==> src/rtl/instr_fetch.sv <==
// Instruction fetch unit: issues single-outstanding word fetches on the instruction bus
// and queues the returned words in a small FIFO toward the decoder.
module instr_fetch #(
  parameter logic [31:0] RESET_PC  = 32'h0000_0000,
  parameter int          BUF_DEPTH = 2
) (
  input  logic        clk,
  input  logic        rst_n,
  output logic        ibus_req,
  output logic [31:0] ibus_addr,
  input  logic        ibus_ack,
  input  logic        ibus_err,
  input  logic [31:0] ibus_rdata,
  output logic        instr_valid,
  input  logic        instr_ready,
  output logic [31:0] instruction,
  output logic [31:0] instr_pc,
  output logic        instr_fault,
  input  logic        redirect_valid,
  input  logic [31:0] redirect_pc
);

  localparam int          PTR_W = (BUF_DEPTH > 2) ? $clog2(BUF_DEPTH) : 1;
  localparam int          CNT_W = $clog2(BUF_DEPTH + 1);
  localparam logic [31:0] NOP   = 32'h0000_0013;

  typedef enum logic [1:0] {IDLE, BUSY, DISCARD, HALT} state_t;

  state_t               state, state_next;
  logic [31:0]          fetch_pc, pc_base;
  logic [31:0]          buf_data [BUF_DEPTH];
  logic [31:0]          buf_pc   [BUF_DEPTH];
  logic [BUF_DEPTH-1:0] buf_fault;
  logic [PTR_W-1:0]     rd_ptr, wr_ptr;
  logic [CNT_W-1:0]     count, count_next;
  logic                 complete, outstanding, push, pop, halt_next, issue;

  function automatic logic [PTR_W-1:0] ptr_inc(input logic [PTR_W-1:0] p);
    return (p == PTR_W'(BUF_DEPTH - 1)) ? '0 : p + 1'b1;
  endfunction

  assign instr_valid = (count != '0);
  assign instruction = buf_data[rd_ptr];
  assign instr_pc    = buf_pc[rd_ptr];
  assign instr_fault = buf_fault[rd_ptr];

  // A redirect outranks everything: it drops returning data, cancels any pop
  // and clears the halt, so the next request goes to the new target.
  always_comb begin
    complete    = ibus_req & (ibus_ack | ibus_err);
    outstanding = ibus_req & ~complete;
    pc_base     = redirect_valid ? (redirect_pc & 32'hFFFF_FFFC) : fetch_pc;
    push        = complete & (state == BUSY) & ~redirect_valid;
    pop         = instr_valid & instr_ready & ~redirect_valid;
    halt_next   = 1'b0;
    if (!redirect_valid)
      halt_next = (state == HALT) | (push & ibus_err);
    count_next  = redirect_valid ? '0 : count + CNT_W'(push) - CNT_W'(pop);
    issue       = ~outstanding & ~halt_next & (count_next < CNT_W'(BUF_DEPTH));
    if (outstanding)
      state_next = (redirect_valid || state == DISCARD) ? DISCARD : BUSY;
    else if (halt_next)
      state_next = HALT;
    else if (issue)
      state_next = BUSY;
    else
      state_next = IDLE;
  end

  always_ff @(posedge clk or negedge rst_n) begin
    if (!rst_n) begin
      state     <= IDLE;
      ibus_req  <= 1'b0;
      ibus_addr <= RESET_PC;
      fetch_pc  <= RESET_PC;
      rd_ptr    <= '0;
      wr_ptr    <= '0;
      count     <= '0;
      buf_fault <= '0;
      for (int i = 0; i < BUF_DEPTH; i++) begin
        buf_data[i] <= NOP;
        buf_pc[i]   <= RESET_PC;
      end
    end else begin
      state    <= state_next;
      ibus_req <= outstanding | issue;
      count    <= count_next;
      // fetch_pc always names the next address not yet requested
      if (issue) begin
        ibus_addr <= pc_base;
        fetch_pc  <= pc_base + 32'd4;
      end else begin
        fetch_pc  <= pc_base;
      end
      if (redirect_valid) begin
        rd_ptr <= '0;
        wr_ptr <= '0;
      end else begin
        if (push) begin
          buf_data[wr_ptr]  <= ibus_err ? NOP : ibus_rdata;
          buf_pc[wr_ptr]    <= ibus_addr;
          buf_fault[wr_ptr] <= ibus_err;
          wr_ptr            <= ptr_inc(wr_ptr);
        end
        if (pop)
          rd_ptr <= ptr_inc(rd_ptr);
      end
    end
  end

endmodule

==> config.mk <==
export PLATFORM = sky130hd
export DESIGN_NAME = instr_fetch
export DESIGN_NICKNAME = d
export VERILOG_FILES = /design/src/rtl/instr_fetch.sv
export SDC_FILE = /design/constraint.sdc
export NUM_CORES = 1
export LEC_CHECK = 0
export ABC_AREA = 1
export BUFFER_PORTS_ARGS = -buffer_cell sky130_fd_sc_hd__buf_2
export CAP_MARGIN = 20
export CORE_MARGIN = 4
export CORE_UTILIZATION = 56
export DETAILED_ROUTE_END_ITERATION = 10
export GPL_TIMING_DRIVEN = 0
export PLACE_DENSITY = 0.85
export SKIP_CTS_REPAIR_TIMING = 1
export SLEW_MARGIN = 40
export SYNTH_ARGS = -nofsm -noshare
export SYNTH_HDL_FRONTEND = slang
export SYNTH_SLANG_ARGS = --single-unit
==> constraint.sdc <==
create_clock -name clk -period 2.4 [get_ports clk]
set_input_delay 0.24 -clock clk [delete_from_list [all_inputs] [get_ports clk]]
set_output_delay 0.24 -clock clk [all_outputs]
set_load 0.05 [all_outputs]
==> Implementation_results.wiki, run 1 <==
{| class="wikitable"
! Metric !! Value
|-
| NumNets Final || 1552
|-
| Number of warnings printed during yosys synthesis || 0
|-
| Most frequent cells after synthesis || sky130_fd_sc_hd__nand2_1 (543), sky130_fd_sc_hd__dfrtp_1 (195), sky130_fd_sc_hd__o21ai_0 (160)
|-
| Average wire per cell in the routed design || 15.7 um
|-
| Netlist area before placement || 9710 um2
|-
| Final setup slack of the worst path || -0.00531 ns
|-
| Cell variety after synth || 31
|-
| Parity-gate share of the synthesized area counting xor and xnor cells || 1.44%
|-
| Multiplexer fraction of the synthesized cell area || 0%
|-
| Final weighted congestion in routability-driven placement || 0.938
|-
| Detailed-route wire length || 26900 um
|-
| Max rail drop VDD || 0.00103 V
|-
| Slew Limit Fails || 0
|-
| Num rows || 47
|-
| Fmax || 0.416 GHz
|-
| Clock sinks || 201
|-
| Cell taking the most area after synthesis || sky130_fd_sc_hd__dfrtp_1
|-
| Share of the synthesized area in compound gates (AO/OA/AOI/OAI) || 8.99%
|-
| 1st-pass router iterations || 5
|-
| Dominant combinational cell family by area after synthesis || simple AND/OR/NAND/NOR gates
|-
| Global route total overflow || 0
|-
| Total number of vias || 8989
|-
| Final critical-path required period || 2.41 ns
|-
| Antenna violations before repair || 0
|-
| Vertical extent of the die || 140 um
|-
| Iteration-0 DRC Markers || 671
|-
| Clock latency on the worst-skew pair || 0.51 ns
|-
| Failing checks || negative setup slack
|-
| Tcrit/Tclk final || 100%
|-
| Worst-path clk slew || 0.06 ns
|-
| Leak Pwr || 6.24 nW
|-
| Area share of and/or/nand/nor cells after synthesis || 29.0%
|-
| Most frequently used flop master after synthesis || sky130_fd_sc_hd__dfrtp_1
|-
| Worst setup path category || reg -> reg
|-
| Synthesized area per cell || 7.60 um2
|-
| IO buf count || 164
|-
| Maximum number of pins on one net before global-route repair || 71
|-
| Number of max-cap violations || 0
|-
| CTS Buf Count || 22
|-
| Fin. Hold Viols || 0
|-
| Post-synthesis async set-or-reset flop share || 100%
|-
| Final Skew || 0.0198 ns
|-
| Clock tree from TritonCTS || done
|-
| Initial Util || 57.9%
|-
| Adder-cell share of the synthesized area || 0.387%
|-
| Power per unit of standard cell area || 1380 nW/um2
|-
| Worst slew margin || 60.6%
|-
| Number of design rule violations left after detail routing || 0
|-
| Largest cells by area after synthesis || sky130_fd_sc_hd__dfrtp_1 (50%), sky130_fd_sc_hd__nand2_1 (21%), sky130_fd_sc_hd__o21ai_0 (8.2%)
|-
| Setup-violating endpoint count in the final report || 1
|-
| Area overhead of the layout relative to synthesis || 21.5%
|-
| Die Span X || 140 um
|-
| Number of synthesized flops with an enable pin || 0
|-
| Half-perimeter wire length after placement || 18800 um
|-
| Share of final-layout standard cells stronger than drive strength 1 || 21.9%
|-
| Number of antenna-violating nets in the routed design || 0
|-
| IO Pins || 169
|-
| Die ar. || 19500 um2
|-
| Highest fanout seen on the critical path || 10
|-
| Net count after synthesis || 1351
|-
| Kind of start point of the critical path || flop
|-
| Number of synthesized register bits || 201
|-
| Class of the worst hold path || in -> reg
|-
| Area of the core || 16800 um2
|-
| Setup TNS || -0.00531 ns
|-
| Overall power of the completed layout || 0.0163 W
|-
| Most used standard cell by instance count after synthesis || sky130_fd_sc_hd__nand2_1
|-
| Transition time at the pin with the least slew margin || 0.592 ns
|-
| Filler Cells Inserted || 1280
|-
| Fraction of synthesized cell area taken by the top area cell type || 50.3%
|-
| H-tree depth reported by CTS || 1
|-
| Required time at the endpoint of the critical path || 2.81 ns
|-
| Post-detailed-route via-to-cell ratio || 5.25
|-
| Result of the run || finished with violations
|-
| Total GRT Usage || 26.3%
|-
| Number of global-route vias before repair || 8702
|-
| Root Buffer Master || sky130_fd_sc_hd__clkbuf_16
|-
| # diodes || 0
|-
| Capturing element type of the critical path || flop
|-
| Wire length of the first global-routing pass || 42500 um
|-
| Maximum buffer depth of the clock tree || 3
|-
| Worst EP arrival || 2.81 ns
|-
| Number of instances in the synthesized netlist || 1278
|-
| Portion of the post-synthesis area used by sequential elements || 51.9%
|}
logic make-up after synthesis:
kind of cell	Yosys count
AOI/OAI and AO/OA	174
xor gates and xnor gates	16
adders and majority gates	3
buffers and inverters	194
DFF	201
and+or+nand+nor	690
layer usage:
layer	up-vias	track usage, %	part of all wire, %
met4	0	7.75	2.1
met1	4232	34.8	41
li1	4311	-	-
met5	-	0	0
met2	399	45.3	49
met3	47	3.88	7.6
power by group:
part | internal (W) | total, W | leakage [nW] | switching [W]
combinational | 0.00183 | 0.00759 | 3.36 | 0.00575
sequential | 0.00484 | 0.00553 | 2.55 | 0.000696
clock | 0.00188 | 0.00319 | 0.330 | 0.00131
final cells by class:
type / instances / area (um2) / share of cell area, %
multi-input cells: 883 / 3970 / 33.7
clock buffers: 35 / 661 / 5.60
plain buffers: 61 / 355 / 3.01
clock inverters: 3 / 17.5 / 0.148
flip-flops and latches: 201 / 5040 / 42.7
inverters: 132 / 500 / 4.24
well taps: 220 / 275 / 2.33
repair buffers: 178 / 982 / 8.32
registers in the layout, indices dropped and copies added (netlist names):
signal / flops
buf_fault: 2
buf_pc: 64
ibus_req: 1
buf_data: 64
wr_ptr: 1
ibus_addr: 32
fetch_pc: 32
state: 2
rd_ptr: 1
count: 2
layout by cell type (no fill, tap or decap), types with 4 or more instances in the layout:
cell / netlist / routed
sky130_fd_sc_hd__buf_2: 20 / 176
sky130_fd_sc_hd__dfstp_2: 6 / 6
sky130_fd_sc_hd__nand4_1: 4 / 4
sky130_fd_sc_hd__xor2_1: 8 / 8
sky130_fd_sc_hd__nand3_1: 14 / 13
sky130_fd_sc_hd__nand2_4: 5 / 7
sky130_fd_sc_hd__clkbuf_1: 36 / 35
sky130_fd_sc_hd__o21ai_0: 160 / 159
sky130_fd_sc_hd__o21ai_1: 9 / 9
sky130_fd_sc_hd__inv_2: 7 / 10
sky130_fd_sc_hd__nor2_1: 77 / 72
sky130_fd_sc_hd__buf_4: 2 / 15
sky130_fd_sc_hd__xnor2_1: 8 / 8
sky130_fd_sc_hd__dfrtp_1: 195 / 194
sky130_fd_sc_hd__clkbuf_2: 0 / 6
sky130_fd_sc_hd__nand2_2: 23 / 28
sky130_fd_sc_hd__or2_2: 5 / 4
sky130_fd_sc_hd__nand2_1: 543 / 536
sky130_fd_sc_hd__clkbuf_8: 0 / 4
sky130_fd_sc_hd__buf_6: 3 / 10
sky130_fd_sc_hd__nor2_4: 4 / 6
sky130_fd_sc_hd__nor2_2: 10 / 13
sky130_fd_sc_hd__inv_1: 123 / 121
sky130_fd_sc_hd__clkbuf_16: 0 / 23
stage by stage:
step	hold slack, ns	cells	area, um2	setup slack (ns)	utilization [%]
floorplan	-0.0556	1278	9710	0.0234	-
global placement	0.452	1662	10800	-2.52	64.5
detailed placement	0.232	1664	10900	-0.222	64.9
CTS	-0.292	1702	11500	-0.371	68.9
global route	0.0506	1713	11800	-0.0650	70.4
finish	0.0515	1713	11800	-0.00531	70.4
path summary, 6_finish.rpt:
check,from,end,slack (ns),cells after the start
worst max register to register,state[0]$_DFF_PN0_,ibus_addr[7]$_DFFE_PN0P_,-0.005,13
worst min-delay path,instr_ready,rd_ptr$_DFFE_PN0P_,0.05,3
max in group asynchronous,rst_n,fetch_pc[27]$_DFF_PN0_,1.03,4
min in group asynchronous,rst_n,buf_data[39]$_DFFE_PN0P_,0.27,2
worst max-delay path,state[0]$_DFF_PN0_,ibus_addr[7]$_DFFE_PN0P_,-0.005,13
worst min register to register,buf_data[1]$_DFFE_PN1P_,buf_data[1]$_DFFE_PN1P_,0.46,2
worst max-delay path, stage by stage, from the launching register on:
cell,delay [ns]
sky130_fd_sc_hd__dfrtp_1,0.38
sky130_fd_sc_hd__nand2_2,0.09
sky130_fd_sc_hd__nor3_4,0.21
sky130_fd_sc_hd__nand2_2,0.12
sky130_fd_sc_hd__ha_4,0.29
sky130_fd_sc_hd__inv_2,0.04
sky130_fd_sc_hd__ha_4,0.16
sky130_fd_sc_hd__a21oi_4,0.14
sky130_fd_sc_hd__nor2_4,0.06
sky130_fd_sc_hd__nor2_4,0.27
sky130_fd_sc_hd__buf_6,0.19
sky130_fd_sc_hd__buf_4,0.18
sky130_fd_sc_hd__nand2_1,0.07
sky130_fd_sc_hd__o21ai_0,0.09
Note: power is estimated with default switching activity, not from simulation.
==> run 2, diff against run 1 <==
--- a/config.mk
+++ b/config.mk
@@ -9,10 +9,10 @@
 export BUFFER_PORTS_ARGS = -buffer_cell sky130_fd_sc_hd__buf_2
 export CAP_MARGIN = 20
 export CORE_MARGIN = 4
-export CORE_UTILIZATION = 56
+export CORE_UTILIZATION = 39
 export DETAILED_ROUTE_END_ITERATION = 10
 export GPL_TIMING_DRIVEN = 0
-export PLACE_DENSITY = 0.85
+export PLACE_DENSITY = 0.64
 export SKIP_CTS_REPAIR_TIMING = 1
 export SLEW_MARGIN = 40
 export SYNTH_ARGS = -nofsm -noshare
==> run 2 against run 1 <==
Net effect: the flow now finishes without violations; die area rose by 41%; largest cell class unchanged; combinational power fell by 0.9%; non-clock buffer count fell by 2; sequential share of layout area fell by 0.83 points; worst setup slack improved by 0.097 ns; utilization fell by 21 points; worst hold slack got worse by 0.020 ns; maximum frequency rose by 4.2%; sequential cell count did not move.
==> Implementation_results.wiki, run 2 (synthesized netlist as in run 1, its figures left out) <==
{| class="wikitable"
! Metric !! Value
|-
| Initial Util || 39.8% (was 57.9%)
|-
| Number of antenna-violating nets in the routed design || 0 (unchanged)
|-
| Wire length of the first global-routing pass || 44500 um (was 42500 um)
|-
| Slew Limit Fails || 0 (unchanged)
|-
| IO Pins || 169 (unchanged)
|-
| Die Span X || 166 um (was 140 um)
|-
| Category of cells accounting for the largest share of critical-path delay || simple AND/OR/NAND/NOR gates (unchanged)
|-
| Average wire per cell in the routed design || 15.1 um (was 15.7 um)
|-
| Area of the core || 24400 um2 (was 16800 um2)
|-
| Leak Pwr || 6.29 nW (was 6.24 nW)
|-
| 1st-pass router iterations || 8 (was 5)
|-
| Cells along the critical path || nand2_4 -> nor3_4 -> nand2_2 -> ha_4 -> inv_2 -> ha_4 -> nand3_2 -> nand2_2 -> nor2_4 -> nor2_4 -> buf_6 -> clkbuf_4 -> o21ai_0 (was nand2_2 -> nor3_4 -> nand2_2 -> ha_4 -> inv_2 -> ha_4 -> a21oi_4 -> nor2_4 -> nor2_4 -> buf_6 -> buf_4 -> nand2_1 -> o21ai_0)
|-
| Capturing element type of the critical path || flop (unchanged)
|-
| Highest metal layer with signal wires || met4 (unchanged)
|-
| IO buf count || 164 (unchanged)
|-
| Highest-delay cell along the critical path || sky130_fd_sc_hd__dfrtp_2 (was sky130_fd_sc_hd__dfrtp_1)
|-
| H-tree depth reported by CTS || 1 (unchanged)
|-
| Class of the worst hold path || in -> reg (unchanged)
|-
| Worst hold path startpoint || instr_ready (unchanged)
|-
| Worst hold path endpoint || rd_ptr$_DFFE_PN0P_ (unchanged)
|-
| Vertical extent of the die || 166 um (was 140 um)
|-
| Number of placed instances, taps included || 1769 (was 1664)
|-
| Worst r2r src || ibus_req$_DFF_PN0_ (was state[0]$_DFF_PN0_)
|-
| Power per unit of standard cell area || 1380 nW/um2 (about the same)
|-
| Highest fanout seen on the critical path || 10 (unchanged)
|-
| Die ar. || 27500 um2 (was 19500 um2)
|-
| Maximum number of pins on one net before global-route repair || 71 (unchanged)
|-
| Fmax || 0.433 GHz (was 0.416 GHz)
|-
| Fin. Hold Viols || 0 (unchanged)
|-
| # diodes || 0 (unchanged)
|-
| Final critical-path required period || 2.31 ns (was 2.41 ns)
|-
| Clock latency on the worst-skew pair || 0.51 ns (about the same)
|-
| Crit-path max cell delay || 0.40 ns (was 0.38 ns)
|-
| Global route total overflow || 0 (unchanged)
|-
| Clock sinks || 201 (unchanged)
|-
| Kind of start point of the critical path || flop (unchanged)
|-
| Number of design rule violations left after detail routing || 0 (unchanged)
|-
| Filler Cells Inserted || 2489 (was 1280)
|-
| Largest registers in the final layout || buf_data (64), buf_pc (64) (unchanged)
|-
| Area overhead of the layout relative to synthesis || 24.0% (was 21.5%)
|-
| Maximum buffer depth of the clock tree || 3 (unchanged)
|-
| Half-perimeter wire length after placement || 19700 um (was 18800 um)
|-
| Final weighted congestion in routability-driven placement || 0.925 (was 0.938)
|-
| Number of max-cap violations || 0 (unchanged)
|-
| Result of the run || finished, final reports clean (was finished with violations)
|-
| Register-to-Register Path Depth || 13 (unchanged)
|-
| Worst setup path category || reg -> reg (unchanged)
|-
| Detailed-route wire length || 27400 um (was 26900 um)
|-
| Required time at the endpoint of the critical path || 2.77 ns (was 2.81 ns)
|-
| Met2 routed wirelength || 12900 um (was 13300 um)
|-
| Total number of vias || 8598 (was 8989)
|-
| Final Skew || 0.0120 ns (was 0.0198 ns)
|-
| Transition time at the pin with the least slew margin || 0.650 ns (was 0.592 ns)
|-
| Setup-violating endpoint count in the final report || 0 (was 1)
|-
| Setup TNS || 0 ns (was -0.00531 ns)
|-
| Count of non-filler cells in the finished layout || 1817 (was 1713)
|-
| CTS Buf Count || 23 (was 22)
|-
| Buffers and inverters on the worst path || 3 (unchanged)
|-
| Tcrit/Tclk final || 96.2% (was 100%)
|-
| Total GRT Usage || 19.3% (was 26.3%)
|-
| Post-detailed-route via-to-cell ratio || 4.73 (was 5.25)
|-
| Capture instance of the worst register-to-register path || ibus_addr[15]$_DFFE_PN0P_ (was ibus_addr[7]$_DFFE_PN0P_)
|-
| Num rows || 57 (was 47)
|-
| Post-route met1 wirelength || 12500 um (was 11000 um)
|-
| Worst-path clk slew || 0.06 ns (about the same)
|-
| Worst slew margin || 56.7% (was 60.6%)
|-
| Share of final-layout standard cells stronger than drive strength 1 || 22.0% (was 21.9%)
|-
| Antenna violations before repair || 0 (unchanged)
|-
| Iteration-0 DRC Markers || 644 (was 671)
|-
| Clock tree from TritonCTS || done (unchanged)
|-
| Most common cell after layout, fill and taps aside || sky130_fd_sc_hd__nand2_1 (unchanged)
|-
| Commonest cells after routing, fill and taps aside || sky130_fd_sc_hd__nand2_1 (536), sky130_fd_sc_hd__dfrtp_1 (193), sky130_fd_sc_hd__buf_2 (179), sky130_fd_sc_hd__o21ai_0 (160), sky130_fd_sc_hd__inv_1 (121) (was sky130_fd_sc_hd__nand2_1 (536), sky130_fd_sc_hd__dfrtp_1 (194), sky130_fd_sc_hd__buf_2 (176), sky130_fd_sc_hd__o21ai_0 (159), sky130_fd_sc_hd__inv_1 (121))
|-
| Root Buffer Master || sky130_fd_sc_hd__clkbuf_16 (unchanged)
|-
| Wire length on met3 || 1430 um (was 2060 um)
|-
| Worst EP arrival || 2.68 ns (was 2.81 ns)
|-
| Flop2flop setup slack || 0.09 ns (was -0.005 ns)
|-
| Cell count of the worst hold path || 3 (unchanged)
|-
| NumNets Final || 1551 (was 1552)
|-
| Number of global-route vias before repair || 8427 (was 8702)
|-
| Max rail drop VDD || 0.000795 V (was 0.00103 V)
|}
run 2: changes by cell type in the layout (fill, tap and decap cells not counted), sizes merged:
cell / delta
buf: -3
bufinv: +3
run 2: worst max-delay path by stage:
stage	from	cells past startpoint	end	slack, ns
finish	ibus_req$_DFF_PN0_	13	ibus_addr[15]$_DFFE_PN0P_	0.09
global route	state[0]$_DFF_PN0_	14	fetch_pc[12]$_DFF_PN0_	-0.05
CTS	rd_ptr$_DFFE_PN0P_	6	instr_pc[22]	-0.55
detailed placement	ibus_err	15	ibus_addr[26]$_DFFE_PN0P_	-0.30
global placement	rst_n	1	ibus_req$_DFF_PN0_	-2.79
floorplan	count[1]$_DFF_PN0_	13	fetch_pc[8]$_DFF_PN0_	0.02
run 2: layer usage:
metal / up-vias / GRT usage, %
li1: 4302 / -
met1: 4014 / 27.4
met2: 238 / 32.0
met3: 44 / 2.90
met4: 0 / 3.98
met5: - / 0
run 2: final cells by class:
cell class / instances / area (um2) / share of cell area (%)
clock buffer: 34 / 667 / 5.54
inverter: 132 / 500 / 4.16
sequential: 201 / 5040 / 41.9
multi-input combinational: 883 / 3980 / 33.0
clock inverter: 6 / 108 / 0.894
buffer: 61 / 350 / 2.91
tap: 324 / 405 / 3.37
timing repair buffer: 176 / 991 / 8.23
run 2: report_power, final:
| group | switching (W) | leakage [nW] | internal, W | total [W] |
|---|---|---|---|---|
| Combinational | 0.00571 | 3.37 | 0.00181 | 0.00752 |
| Clock | 0.00137 | 0.377 | 0.00223 | 0.00360 |
| Sequential | 0.000671 | 2.55 | 0.00484 | 0.00551 |
run 2: metrics by stage:
step                      util [%]  instance area [um2]  hold slack [ns]  setup slack (ns)  power, W
after CTS                     48.4                11800           -0.274            -0.549    0.0165
after floorplan                  -                 9710          -0.0556            0.0234    0.0108
after detailed placement      45.2                11000            0.256            -0.297    0.0128
final                         49.4                12000           0.0312            0.0919    0.0166
after global placement        44.8                10900            0.451             -2.79    0.0127
after global routing          49.4                12000           0.0448           -0.0454    0.0177
run 2: worst register-to-register path, delay by kind of cell (launching register included):
family,cells,cell delay [ns]
buf+inv,3,0.43
fa+ha+maj,2,0.40
flops,1,0.40
compound gates,1,0.11
simple gates,7,0.85
==> run 3, diff against run 2 <==
--- a/config.mk
+++ b/config.mk
@@ -11,7 +11,7 @@
 export CORE_MARGIN = 4
 export CORE_UTILIZATION = 39
 export DETAILED_ROUTE_END_ITERATION = 10
-export GPL_TIMING_DRIVEN = 0
+export GPL_TIMING_DRIVEN = 1
 export PLACE_DENSITY = 0.64
 export SKIP_CTS_REPAIR_TIMING = 1
 export SLEW_MARGIN = 40
==> run 3 against run 2 <==
Net effect: power rose by 1.6%; via count fell by 2.1%; largest power group unchanged; largest cell class unchanged; sequential cell count unchanged; cell area increased by 1.2%.
==> Implementation_results.wiki, run 3 (synthesized netlist as in run 1, its figures left out) <==
{| class="wikitable"
! Metric !! Value
|-
| Transition time at the pin with the least slew margin || 0.582 ns (was 0.650 ns)
|-
| Overall power of the completed layout || 0.0169 W (was 0.0166 W)
|-
| Maximum number of pins on one net before global-route repair || 67 (was 71)
|-
| Area overhead of the layout relative to synthesis || 25.5% (was 24.0%)
|-
| Highest-delay cell along the critical path || sky130_fd_sc_hd__dfrtp_1 (was sky130_fd_sc_hd__dfrtp_2)
|-
| Required time at the endpoint of the critical path || 2.79 ns (was 2.77 ns)
|-
| Worst-path clk slew || 0.06 ns (about the same)
|-
| Max rail drop VDD || 0.000782 V (was 0.000795 V)
|-
| Worst hold path startpoint || ibus_rdata[25] (was instr_ready)
|-
| Most common cell after layout, fill and taps aside || sky130_fd_sc_hd__nand2_1 (unchanged)
|-
| Setup-violating endpoint count in the final report || 0 (unchanged)
|-
| Die Span X || 166 um (unchanged)
|-
| Clock tree from TritonCTS || done (unchanged)
|-
| Clock sinks || 201 (unchanged)
|-
| Filler Cells Inserted || 2395 (was 2489)
|-
| Tcrit/Tclk final || 97.8% (was 96.2%)
|-
| Half-perimeter wire length after placement || 17100 um (was 19700 um)
|-
| IO Pins || 169 (unchanged)
|-
| Maximum buffer depth of the clock tree || 3 (unchanged)
|-
| Average wire per cell in the routed design || 14.1 um (was 15.1 um)
|-
| Antenna violations before repair || 0 (unchanged)
|-
| Crit-path max cell delay || 0.38 ns (was 0.40 ns)
|-
| Capturing element type of the critical path || flop (unchanged)
|-
| Number of max-cap violations || 0 (unchanged)
|-
| Worst EP arrival || 2.74 ns (was 2.68 ns)
|-
| Number of global-route vias before repair || 8217 (was 8427)
|-
| Cells along the critical path || or2_4 -> nand2_2 -> nor2_2 -> ha_1 -> inv_1 -> ha_2 -> nand3_2 -> nand2_2 -> nor2_4 -> nor2_4 -> clkinvlp_4 -> nor2_4 -> nand2_1 -> nand2_1 -> nand2_1 (was nand2_4 -> nor3_4 -> nand2_2 -> ha_4 -> inv_2 -> ha_4 -> nand3_2 -> nand2_2 -> nor2_4 -> nor2_4 -> buf_6 -> clkbuf_4 -> o21ai_0)
|-
| Leak Pwr || 6.35 nW (was 6.29 nW)
|-
| Worst r2r src || count[0]$_DFF_PN0_ (was ibus_req$_DFF_PN0_)
|-
| Total GRT Usage || 17.9% (was 19.3%)
|-
| Setup repair after global routing missed its margin || true
|-
| Vertical extent of the die || 166 um (unchanged)
|-
| Class of the worst hold path || in -> reg (unchanged)
|-
| Share of final-layout standard cells stronger than drive strength 1 || 23.4% (was 22.0%)
|-
| Commonest cells after routing, fill and taps aside || sky130_fd_sc_hd__nand2_1 (529), sky130_fd_sc_hd__dfrtp_1 (193), sky130_fd_sc_hd__buf_2 (165), sky130_fd_sc_hd__o21ai_0 (155), sky130_fd_sc_hd__inv_1 (121) (was sky130_fd_sc_hd__nand2_1 (536), sky130_fd_sc_hd__dfrtp_1 (193), sky130_fd_sc_hd__buf_2 (179), sky130_fd_sc_hd__o21ai_0 (160), sky130_fd_sc_hd__inv_1 (121))
|-
| Switching share of power || 45.4% (was 46.6%)
|-
| Fin. Hold Viols || 0 (unchanged)
|-
| Final instance area || 12200 um2 (was 12000 um2)
|-
| Iteration-0 DRC Markers || 527 (was 644)
|-
| # diodes || 0 (unchanged)
|-
| Clock group share of total power || 22.7% (was 21.7%)
|-
| Slew Limit Fails || 0 (unchanged)
|-
| IO buf count || 166 (was 164)
|-
| Area of the core || 24400 um2 (unchanged)
|-
| Fmax || 0.426 GHz (was 0.433 GHz)
|-
| Cell count of the worst hold path || 5 (was 3)
|-
| Die ar. || 27500 um2 (unchanged)
|-
| Initial Util || 39.8% (unchanged)
|-
| Result of the run || finished, final reports clean (unchanged)
|-
| Worst setup path category || reg -> reg (unchanged)
|-
| Global route total overflow || 0 (unchanged)
|-
| Worst slew margin || 61.2% (was 56.7%)
|-
| Detailed-route wire length || 25300 um (was 27400 um)
|-
| Power per unit of standard cell area || 1390 nW/um2 (was 1380 nW/um2)
|-
| Post-detailed-route via-to-cell ratio || 4.69 (was 4.73)
|-
| Internal portion of total power || 0.00922 W (was 0.00888 W)
|-
| Standard cell area after detailed placement || 11000 um2 (about the same)
|-
| Final weighted congestion in routability-driven placement || 0.855 (was 0.925)
|-
| CTS Buf Count || 24 (was 23)
|-
| Relative contribution of combinational cells to total power || 44.7% (was 45.2%)
|-
| NumNets Final || 1525 (was 1551)
|-
| Total number of vias || 8415 (was 8598)
|-
| Num rows || 57 (unchanged)
|-
| Net Switching || 0.00767 W (was 0.00775 W)
|-
| Wire length of the first global-routing pass || 41800 um (was 44500 um)
|-
| Final critical-path required period || 2.35 ns (was 2.31 ns)
|-
| Proportion of power drawn by flip-flops and latches || 32.7% (was 33.1%)
|-
| Highest fanout seen on the critical path || 4 (was 10)
|-
| Register-to-Register Path Depth || 15 (was 13)
|-
| Kind of start point of the critical path || flop (unchanged)
|-
| Launching instance or port of the critical path || count[0]$_DFF_PN0_ (was ibus_req$_DFF_PN0_)
|-
| Clock latency on the worst-skew pair || 0.51 ns (about the same)
|-
| Final Skew || 0.00895 ns (was 0.0120 ns)
|-
| Number of antenna-violating nets in the routed design || 0 (unchanged)
|-
| Largest registers in the final layout || buf_data (64), buf_pc (64) (unchanged)
|-
| 1st-pass router iterations || 5 (was 8)
|-
| Number of design rule violations left after detail routing || 0 (unchanged)
|-
| Root Buffer Master || sky130_fd_sc_hd__clkbuf_16 (unchanged)
|-
| H-tree depth reported by CTS || 1 (unchanged)
|}
## run 3: changes by cell type in the layout (fill, tap and decap cells not counted), sizes merged
cell / before / now
clkbuf: 68 / 43
inv: 132 / 130
clkinv: 2 / 3
buf: 202 / 204
## run 3: worst paths after layout
| path | to | slack [ns] |
|---|---|---|
| setup / recovery | fetch_pc[19]$_DFF_PN0_ | 0.05 |
| hold / removal | buf_data[25]$_DFFE_PN0P_ | 0.05 |
| setup reg to reg | fetch_pc[19]$_DFF_PN0_ | 0.05 |
| hold reg to reg | buf_data[0]$_DFFE_PN1P_ | 0.46 |
| max in group asynchronous | ibus_addr[1]$_DFFE_PN0P_ | 1.30 |
| min in group asynchronous | buf_data[41]$_DFFE_PN0P_ | 0.25 |
## run 3: final cells by class
type / instances / area (um2) / area share [%]
tap: 324 / 405 / 3.33
sequential: 201 / 5040 / 41.4
clock inverter: 5 / 104 / 0.852
timing repair buffer: 210 / 1380 / 11.3
clock buffer: 38 / 744 / 6.11
multi-input combinational: 883 / 4010 / 32.9
inverter: 132 / 504 / 4.14
## run 3: worst max-delay path, delay by kind of cell (launching register included)
| kind | cells | cell delay [ns] |
|---|---|---|
| adder cells (fa/ha/maj) | 2 | 0.47 |
| buffers and inverters | 2 | 0.29 |
| flip-flops | 1 | 0.38 |
| AND/OR/NAND/NOR | 11 | 1.08 |
## run 3: stage by stage
stage	TNS, ns	hold slack [ns]	util, %	cells	worst slack [ns]
after global placement	0	0.239	45.2	1739	0.0724
after global routing	-1.22	0.0462	50.0	1793	-0.0718
after floorplan	0	-0.0556	-	1278	0.0234
after CTS	0	-0.302	48.7	1782	0.0380
final	0	0.0496	50.0	1793	0.0520
after detailed placement	0	0.237	45.2	1739	0.0589
## run 3: power groups by stage
stage | Sequential [W] | Clock (W) | Combinational [W]
2_1_floorplan | 0.00624 | 0 | 0.00459
3_3_place_gp | 0.00554 | 0 | 0.00716
3_5_place_dp | 0.00556 | 0 | 0.00724
4_1_cts | 0.00552 | 0.00393 | 0.00726
5_1_grt | 0.00570 | 0.00406 | 0.00824
6_report | 0.00552 | 0.00383 | 0.00755
## run 3: metal layers
| layer | share of wire (%) | GRT usage (%) | vias to the layer above | wire length (um) |
|---|---|---|---|---|
| li1 | - | - | 4241 | - |
| met1 | 46 | 25.2 | 3935 | 11700 |
| met2 | 47 | 29.5 | 212 | 11800 |
| met3 | 5.3 | 2.79 | 27 | 1330 |
| met4 | 1.6 | 3.98 | 0 | 397 |
| met5 | 0 | 0 | - | 0 |
